==> config.mk <==
export PLATFORM = sky130hd
export DESIGN_NAME = cgra_launch_ctrl
export DESIGN_NICKNAME = d
export VERILOG_FILES = /design/src/rtl/cgra_launch_ctrl.sv
export SDC_FILE = /design/constraint.sdc
export NUM_CORES = 1
export LEC_CHECK = 0
export ABC_CLOCK_PERIOD_IN_PS = 4200
export CAP_MARGIN = 20
export CORE_ASPECT_RATIO = 0.8
export CORE_MARGIN = 8
export CORE_UTILIZATION = 47
export CTS_CLUSTER_SIZE = 30
export DETAILED_ROUTE_END_ITERATION = 16
export HOLD_SLACK_MARGIN = 0.05
export PLACE_DENSITY = 0.84
export SLEW_MARGIN = 20
export SYNTH_ARGS = -nofsm -noshare
export SYNTH_HDL_FRONTEND = slang
export SYNTH_SLANG_ARGS = --single-unit
==> constraint.sdc <==
create_clock -name Clk -period 4.2 [get_ports Clk]
set_input_delay 0.42 -clock Clk [delete_from_list [all_inputs] [get_ports Clk]]
set_output_delay 0.42 -clock Clk [all_outputs]
set_load 0.05 [all_outputs]
==> src/rtl/cgra_launch_ctrl.sv <==
// Kernel launch controller: copies input words into BRAM, runs the Start/Done
// handshake with a timeout, then streams result words back out of BRAM.
module cgra_launch_ctrl #(
   parameter int unsigned SYS_DWIDTH = 32,
   parameter int unsigned BYTE_LEN   = 4,
   parameter int unsigned LEN_W      = 16,
   parameter int unsigned TIMEOUT    = 65535
) (
   input  logic                  Clk,
   input  logic                  Rst,
   input  logic                  Launch_Valid,
   output logic                  Launch_Ready,
   input  logic [SYS_DWIDTH-1:0] Launch_In_Base,
   input  logic [SYS_DWIDTH-1:0] Launch_Out_Base,
   input  logic [LEN_W-1:0]      Launch_In_Len,
   input  logic [LEN_W-1:0]      Launch_Out_Len,
   input  logic [SYS_DWIDTH-1:0] In_Data,
   input  logic                  In_Data_Valid,
   output logic                  In_Data_Ready,
   output logic [SYS_DWIDTH-1:0] Out_Data,
   output logic                  Out_Data_Valid,
   input  logic                  Out_Data_Ready,
   output logic                  Bram_En,
   output logic [BYTE_LEN-1:0]   Bram_Wen,
   output logic [SYS_DWIDTH-1:0] Bram_Addr,
   output logic [SYS_DWIDTH-1:0] Bram_Data_To_Bram,
   input  logic [SYS_DWIDTH-1:0] Bram_Data_From_Bram,
   output logic                  Computation_Start,
   input  logic                  Computation_Done,
   output logic                  Busy,
   output logic                  Error,
   output logic                  Launch_Done
);

   localparam int unsigned TmoW = $clog2(TIMEOUT + 1);

   typedef enum logic [2:0] {
      StIdle, StLoad, StStart, StWaitDone, StWaitClr, StRdIssue, StRdCapt, StDrain
   } state_e;

   state_e                state_q, state_d;
   logic [SYS_DWIDTH-1:0] in_base_q, in_base_d;
   logic [SYS_DWIDTH-1:0] out_base_q, out_base_d;
   logic [LEN_W-1:0]      in_len_q, in_len_d;
   logic [LEN_W-1:0]      out_len_q, out_len_d;
   logic [LEN_W-1:0]      cnt_q, cnt_d;
   logic [TmoW-1:0]       tmo_q, tmo_d;
   logic [SYS_DWIDTH-1:0] out_data_q, out_data_d;
   logic                  out_valid_q, out_valid_d;

   logic [SYS_DWIDTH-1:0] cnt_off;
   logic                  last_in, last_out, tmo_hit;

   // Word index to byte offset; the base add wraps silently.
   assign cnt_off  = SYS_DWIDTH'(cnt_q) << 2;
   assign last_in  = (cnt_q == in_len_q - LEN_W'(1));
   assign last_out = (cnt_q == out_len_q - LEN_W'(1));
   assign tmo_hit  = (tmo_q == TmoW'(TIMEOUT));

   assign Out_Data       = out_data_q;
   assign Out_Data_Valid = out_valid_q;
   assign Busy           = (state_q != StIdle);

   always_ff @(posedge Clk) begin
      if (Rst) begin
         state_q     <= StIdle;
         in_base_q   <= '0;
         out_base_q  <= '0;
         in_len_q    <= '0;
         out_len_q   <= '0;
         cnt_q       <= '0;
         tmo_q       <= '0;
         out_data_q  <= '0;
         out_valid_q <= 1'b0;
      end else begin
         state_q     <= state_d;
         in_base_q   <= in_base_d;
         out_base_q  <= out_base_d;
         in_len_q    <= in_len_d;
         out_len_q   <= out_len_d;
         cnt_q       <= cnt_d;
         tmo_q       <= tmo_d;
         out_data_q  <= out_data_d;
         out_valid_q <= out_valid_d;
      end
   end

   always_comb begin
      state_d           = state_q;
      in_base_d         = in_base_q;
      out_base_d        = out_base_q;
      in_len_d          = in_len_q;
      out_len_d         = out_len_q;
      cnt_d             = cnt_q;
      tmo_d             = tmo_q;
      out_data_d        = out_data_q;
      out_valid_d       = out_valid_q;
      Launch_Ready      = 1'b0;
      In_Data_Ready     = 1'b0;
      Bram_En           = 1'b0;
      Bram_Wen          = '0;
      Bram_Addr         = '0;
      Bram_Data_To_Bram = '0;
      Computation_Start = 1'b0;
      Error             = 1'b0;
      Launch_Done       = 1'b0;

      unique case (state_q)
         StIdle: begin
            Launch_Ready = 1'b1;
            if (Launch_Valid) begin
               in_base_d  = Launch_In_Base;
               out_base_d = Launch_Out_Base;
               in_len_d   = Launch_In_Len;
               out_len_d  = Launch_Out_Len;
               cnt_d      = '0;
               state_d    = (Launch_In_Len == '0) ? StStart : StLoad;
            end
         end
         StLoad: begin
            In_Data_Ready = 1'b1;
            if (In_Data_Valid) begin
               Bram_En           = 1'b1;
               Bram_Wen          = '1;
               Bram_Addr         = in_base_q + cnt_off;
               Bram_Data_To_Bram = In_Data;
               cnt_d             = cnt_q + LEN_W'(1);
               if (last_in) state_d = StStart;
            end
         end
         StStart: begin
            Computation_Start = 1'b1;
            tmo_d             = '0;
            state_d           = StWaitDone;
         end
         StWaitDone: begin
            // An arriving Done wins over a coincident timeout.
            if (Computation_Done) begin
               Computation_Start = 1'b1;
               tmo_d             = '0;
               state_d           = StWaitClr;
            end else if (tmo_hit) begin
               Error   = 1'b1;
               state_d = StIdle;
            end else begin
               Computation_Start = 1'b1;
               tmo_d             = tmo_q + TmoW'(1);
            end
         end
         StWaitClr: begin
            if (!Computation_Done) begin
               cnt_d = '0;
               if (out_len_q == '0) begin
                  Launch_Done = 1'b1;
                  state_d     = StIdle;
               end else begin
                  state_d = StRdIssue;
               end
            end else if (tmo_hit) begin
               Error   = 1'b1;
               state_d = StIdle;
            end else begin
               tmo_d = tmo_q + TmoW'(1);
            end
         end
         StRdIssue: begin
            Bram_En   = 1'b1;
            Bram_Addr = out_base_q + cnt_off;
            state_d   = StRdCapt;
         end
         StRdCapt: begin
            out_data_d  = Bram_Data_From_Bram;
            out_valid_d = 1'b1;
            state_d     = StDrain;
         end
         StDrain: begin
            if (Out_Data_Ready) begin
               out_valid_d = 1'b0;
               if (last_out) begin
                  Launch_Done = 1'b1;
                  state_d     = StIdle;
               end else begin
                  cnt_d   = cnt_q + LEN_W'(1);
                  state_d = StRdIssue;
               end
            end
         end
         default: state_d = StIdle;
      endcase
   end

endmodule

# After elaboration in Yosys (flattened, before gate mapping)
# Cells that the tools add are included.
# totals
regBits	164
latchBits	0
ram_bits	0
rom_bits	0
in_bits	166
out_inout_bits	108
elab_cells	89
mem_count	0
# op_classes
addsub	6
multipliers	0
div_mod_pow	0
n_lt_le_gt_ge	0
eq_ne	17
n_shift	0
n_mux	45
n_bitwise	0
reduce_logical	12
# op_table
operator	count
$mux W16	8
$mux W32	3
$add A32 B18 Y32	2
$pmux W16 S4	1
$pmux W32 S2	1
$pmux W16 S3	1
$add A16 B1 Y16 const B	2
$eq A16 B16 Y1	2
$logic_not A16 Y1	2
$sub A16 B1 Y16 const B	2
$mux W3	9
$pmux W3 S8	1
$eq A16 B16 Y1 const B	1
$ne A2 B2 Y1 const B	7
$mux W1	13
$eq A3 B3 Y1 const B	4
$pmux W1 S2	5
$mux W4	2
$eq A3 B2 Y1 const B	2
$reduce_and A2 Y1	3
$reduce_and A6 Y1	1
$reduce_bool A3 Y1	2
$reduce_and A4 Y1	1
$reduce_bool A4 Y1	1
other kinds (4)	4

# Logic depth before layout (Yosys ltp)
# logic_depth
ltp_word	5
ltp_mapped	13
depth_no_buf	11

# Least setup slack after synthesis
# OpenSTA, ideal clock, no wires.
# synth_path
path_kind	register to output
from	register cnt_q[0]
to	output Bram_Addr[24]
arrival_ns	3.451
t_required_ns	3.780
slack_ns	0.329
stages_incl_launch_ff	11
path_buffers	0
cell_sequence	dfxtp_1 ha_1 fa_1 a211oi_1 o21ai_0 a2111oi_0 o31a_1 o221a_2 nor2b_1 xnor2_1 o22ai_1
# synth_via
elab_chain_cells	3
word_cells_on_any_way	4
classes_between	add/sub: 2; mux: 2
# synth_rtl
item	line_no	text
start: declaration	46	logic [LEN_W-1:0] cnt_q, cnt_d;
start signal: assignment	81	cnt_q <= cnt_d;
$add A32 B18 Y32	125	Bram_Addr = in_base_q + cnt_off;
$mux W32	122	if (In_Data_Valid) begin
$pmux W32 S2 *	108	unique case (state_q)
end: declaration	25	output logic [SYS_DWIDTH-1:0] Bram_Addr,
# Mark *: on every way between the ends. The rest lies on a longest branch, timed or not.

# Worst setup path after layout
# layout_path
from	register cnt_q[6]
to	output Bram_Addr[11]
# The elaborated chain is that of the path after synthesis.

==> run summary <==
Status: finished clean
CP top delay family: compound AO/OA/AOI/OAI gates
Vias per Instance: 5.75
Synth Register Bits: 164
Max-slew violation count: 0
Crit path cell chain: ha_1 -> a21oi_1 -> o21a_1 -> a31o_2 -> o21bai_1 -> a21oi_1 -> xnor2_1 -> a32oi_1 -> nor2_1 -> clkdlybuf4s50_1
Synth top area cells: dfxtp_1 32%, nand2_1 12%, a21oi_1 9.0%, xnor2_1 4.8%, ha_1 4.4%
Post-DP HPWL: 25800 µm
CORE AREA: 21400 µm²
Syn avg cell area: 7.32 µm²
Die W: 180 µm
Tmin final: 4040 ps
Fillers: 1786
CTS buffer count: 17
Hold Path Depth: 2
Mapped Cells: 1385
Initial antenna violation count: 2
IO buf count: 273
Area after detailed placement: 13300 µm²
Total track usage: 25.1%
Htree depth: 4
P per Cell Area: 290 nW/µm²
Sequential element share of the synthesized area: 32.4%
TritonCTS clock tree: done
Root Buffer: clkbuf_16
Hold Fails Final Rpt: 0
Slew headroom: 38.8%
CP Capture Type: output port
Data arrival, critical path: 3620 ps
Largest net degree at the start of global routing: 78
DRC: 0
Antenna diodes: 0
Achievable Freq: 248 MHz
Worst EP required: 3780 ps
Critical path's largest stage delay: 830 ps
Final Instance Area: 14000 µm²
Power Total: 4050 µW
FP Rows: 48
Mapped Nets: 1589
Post-synth EDFFs: 0
Die height: 147 µm
CP Launch Type: register
Buf/Inv on CP: 1
Gr ovfl total: 0
Tightest Pin Transition: 910 ps
Levels on crit path: 10
Post-synth cell types: 78
Worst hold path type: input port to register
DR vias: 10900
Yosys top cell area share: 32.4%
CP Class: register to output port
Post-CTS Setup Bufs: 0
Slowest-stage cell, CP: clkdlybuf4s50_1
First-pass GRT wire length: 54900 µm
Layout cell share with drive strength beyond 1: 7.51%
Die ar.: 26500 µm²
Crit-path max FO: 10
Final ANT Viol Nets: 0
Max-cap viol count: 0
Total Wirelength: 34800 µm
Yosys warnings: 0
Area growth from synthesis to layout: 37.8%
DRT iter0 DRCs: 982
Top FF cell, synth: dfxtp_1
Hold Slack: 402 ps
Commonest non-fill, non-tap cell in the layout: nand2_1
Skew final: 8.97 ps
Vias in the first global route: 10500
Clock Tree Buf Depth: 2
Most frequent cells in the layout: 327 x nand2_1, 241 x clkdlybuf4s50_1, 181 x a21oi_1, 162 x dfxtp_1, 75 x nor2_1
R2R depth: 8
Largest area contributor in the netlist: dfxtp_1
WL/cell: 18.3 µm
GP Congestion: 0.920
Worst VDD drop: 0.200 mV
Post-layout util: 65.3%
CTS sink count: 164
CP most frequent cell: a21oi_1
Final worst path period share: 96.2%
Clock latency on the worst-skew pair: 440 ps
Cell area after synthesis: 10100 µm²
# setup viols final: 0
Worst-path clk slew: 70 ps
First-pass DRT Iterations: 5
Slack of the critical path: 161 ps
Initial core utilization: 47.4%
Setup slack after placement: 370 ps
Nets: 1816
I/O pin count: 274
Lkg Pwr: 0.00532 µW
Fraction of registers with async set/reset: 0%
Setup slack, reg-to-reg: 1090 ps
power by group:
group | total [µW] | internal (µW) | switching (µW) | leakage, µW
clock | 1620 | 909 | 709 | 0.000284
combinational | 747 | 354 | 393 | 0.00370
sequential | 1680 | 1610 | 70.3 | 0.00134
through the flow:
| step | instances | setup TNS, ps |
|---|---|---|
| floorplan | 1385 | 0 |
| global placement | 1868 | 0 |
| detailed placement | 1868 | 0 |
| CTS | 1900 | 0 |
| global route | 1900 | -20.9 |
| finish | 1900 | 0 |
synth_stat cells (9+ instances only):
master	number
a21o_1	14
a21oi_1	182
and3_1	50
clkbuf_1	76
dfxtp_1	164
ha_1	36
inv_1	21
mux2i_1	15
nand2_1	328
nand2b_1	20
nand3_1	38
nand4_1	18
nor2_1	76
nor2b_1	9
nor3_1	22
nor4_1	13
o21ai_0	34
o22ai_1	17
or3_1	12
xnor2_1	55
xor2_1	35
worst paths after layout:
path / start / to
worst max register to register: out_len_q[2] / cnt_q[3]
worst min-delay path: Rst / Out_Data_Valid
worst min register to register: Out_Data[3] / Out_Data[3]
worst max-delay path: cnt_q[6] / Bram_Addr[11]
layer usage:
layer | wire length, µm | GRT usage, % | vias to the layer above
met3 | 3880 | 9.87 | 70
met5 | 24 | 0 | -
li1 | - | - | 5288
met1 | 14400 | 30.8 | 5052
met2 | 15600 | 39.9 | 520
met4 | 829 | 7.67 | 4
layout make-up:
class | instances | area (µm²) | share of cell area (%)
Sequential cell | 164 | 3290 | 23.5
Tap cell | 275 | 344 | 2.46
Inverter | 23 | 86.3 | 0.618
Multi-Input combinational cell | 1110 | 6470 | 46.4
Clock buffer | 18 | 439 | 3.15
Timing Repair Buffer | 296 | 3170 | 22.7
Clock inverter | 14 | 165 | 1.18
timing repair:
item                                    in CTS  in global routing
endpoints found under the setup margin      10                 11
hold buffers                                 0                  0
pin swaps                                    0                  1
endpoints found under the hold margin        0                  0
gates resized for setup                      5                 13
gates cloned                                 0                  0
registers in the layout, summed over array words and instances (netlist names):
signal and cells:
Out_Data 32, Out_Data_Valid 1, cnt_q 16, in_base_q 32, in_len_q 16, out_base_q 32
out_len_q 16, state_q 3, tmo_q 16
cells by family (layout without fill, tap and decap cells):
logic type / after synthesis / in the layout / share of synthesized area [%]
AOI/OAI and AO/OA: 344 / 344 / 20.6
DFF: 164 / 164 / 32.4
and+or+nand+nor: 623 / 623 / 28.4
muxes: 15 / 15 / 1.48
adders and majority gates: 38 / 38 / 4.84
buffers and inverters: 111 / 351 / 4.47
xor gates and xnor gates: 90 / 90 / 7.78
Note: power is estimated with default switching activity, not from simulation.
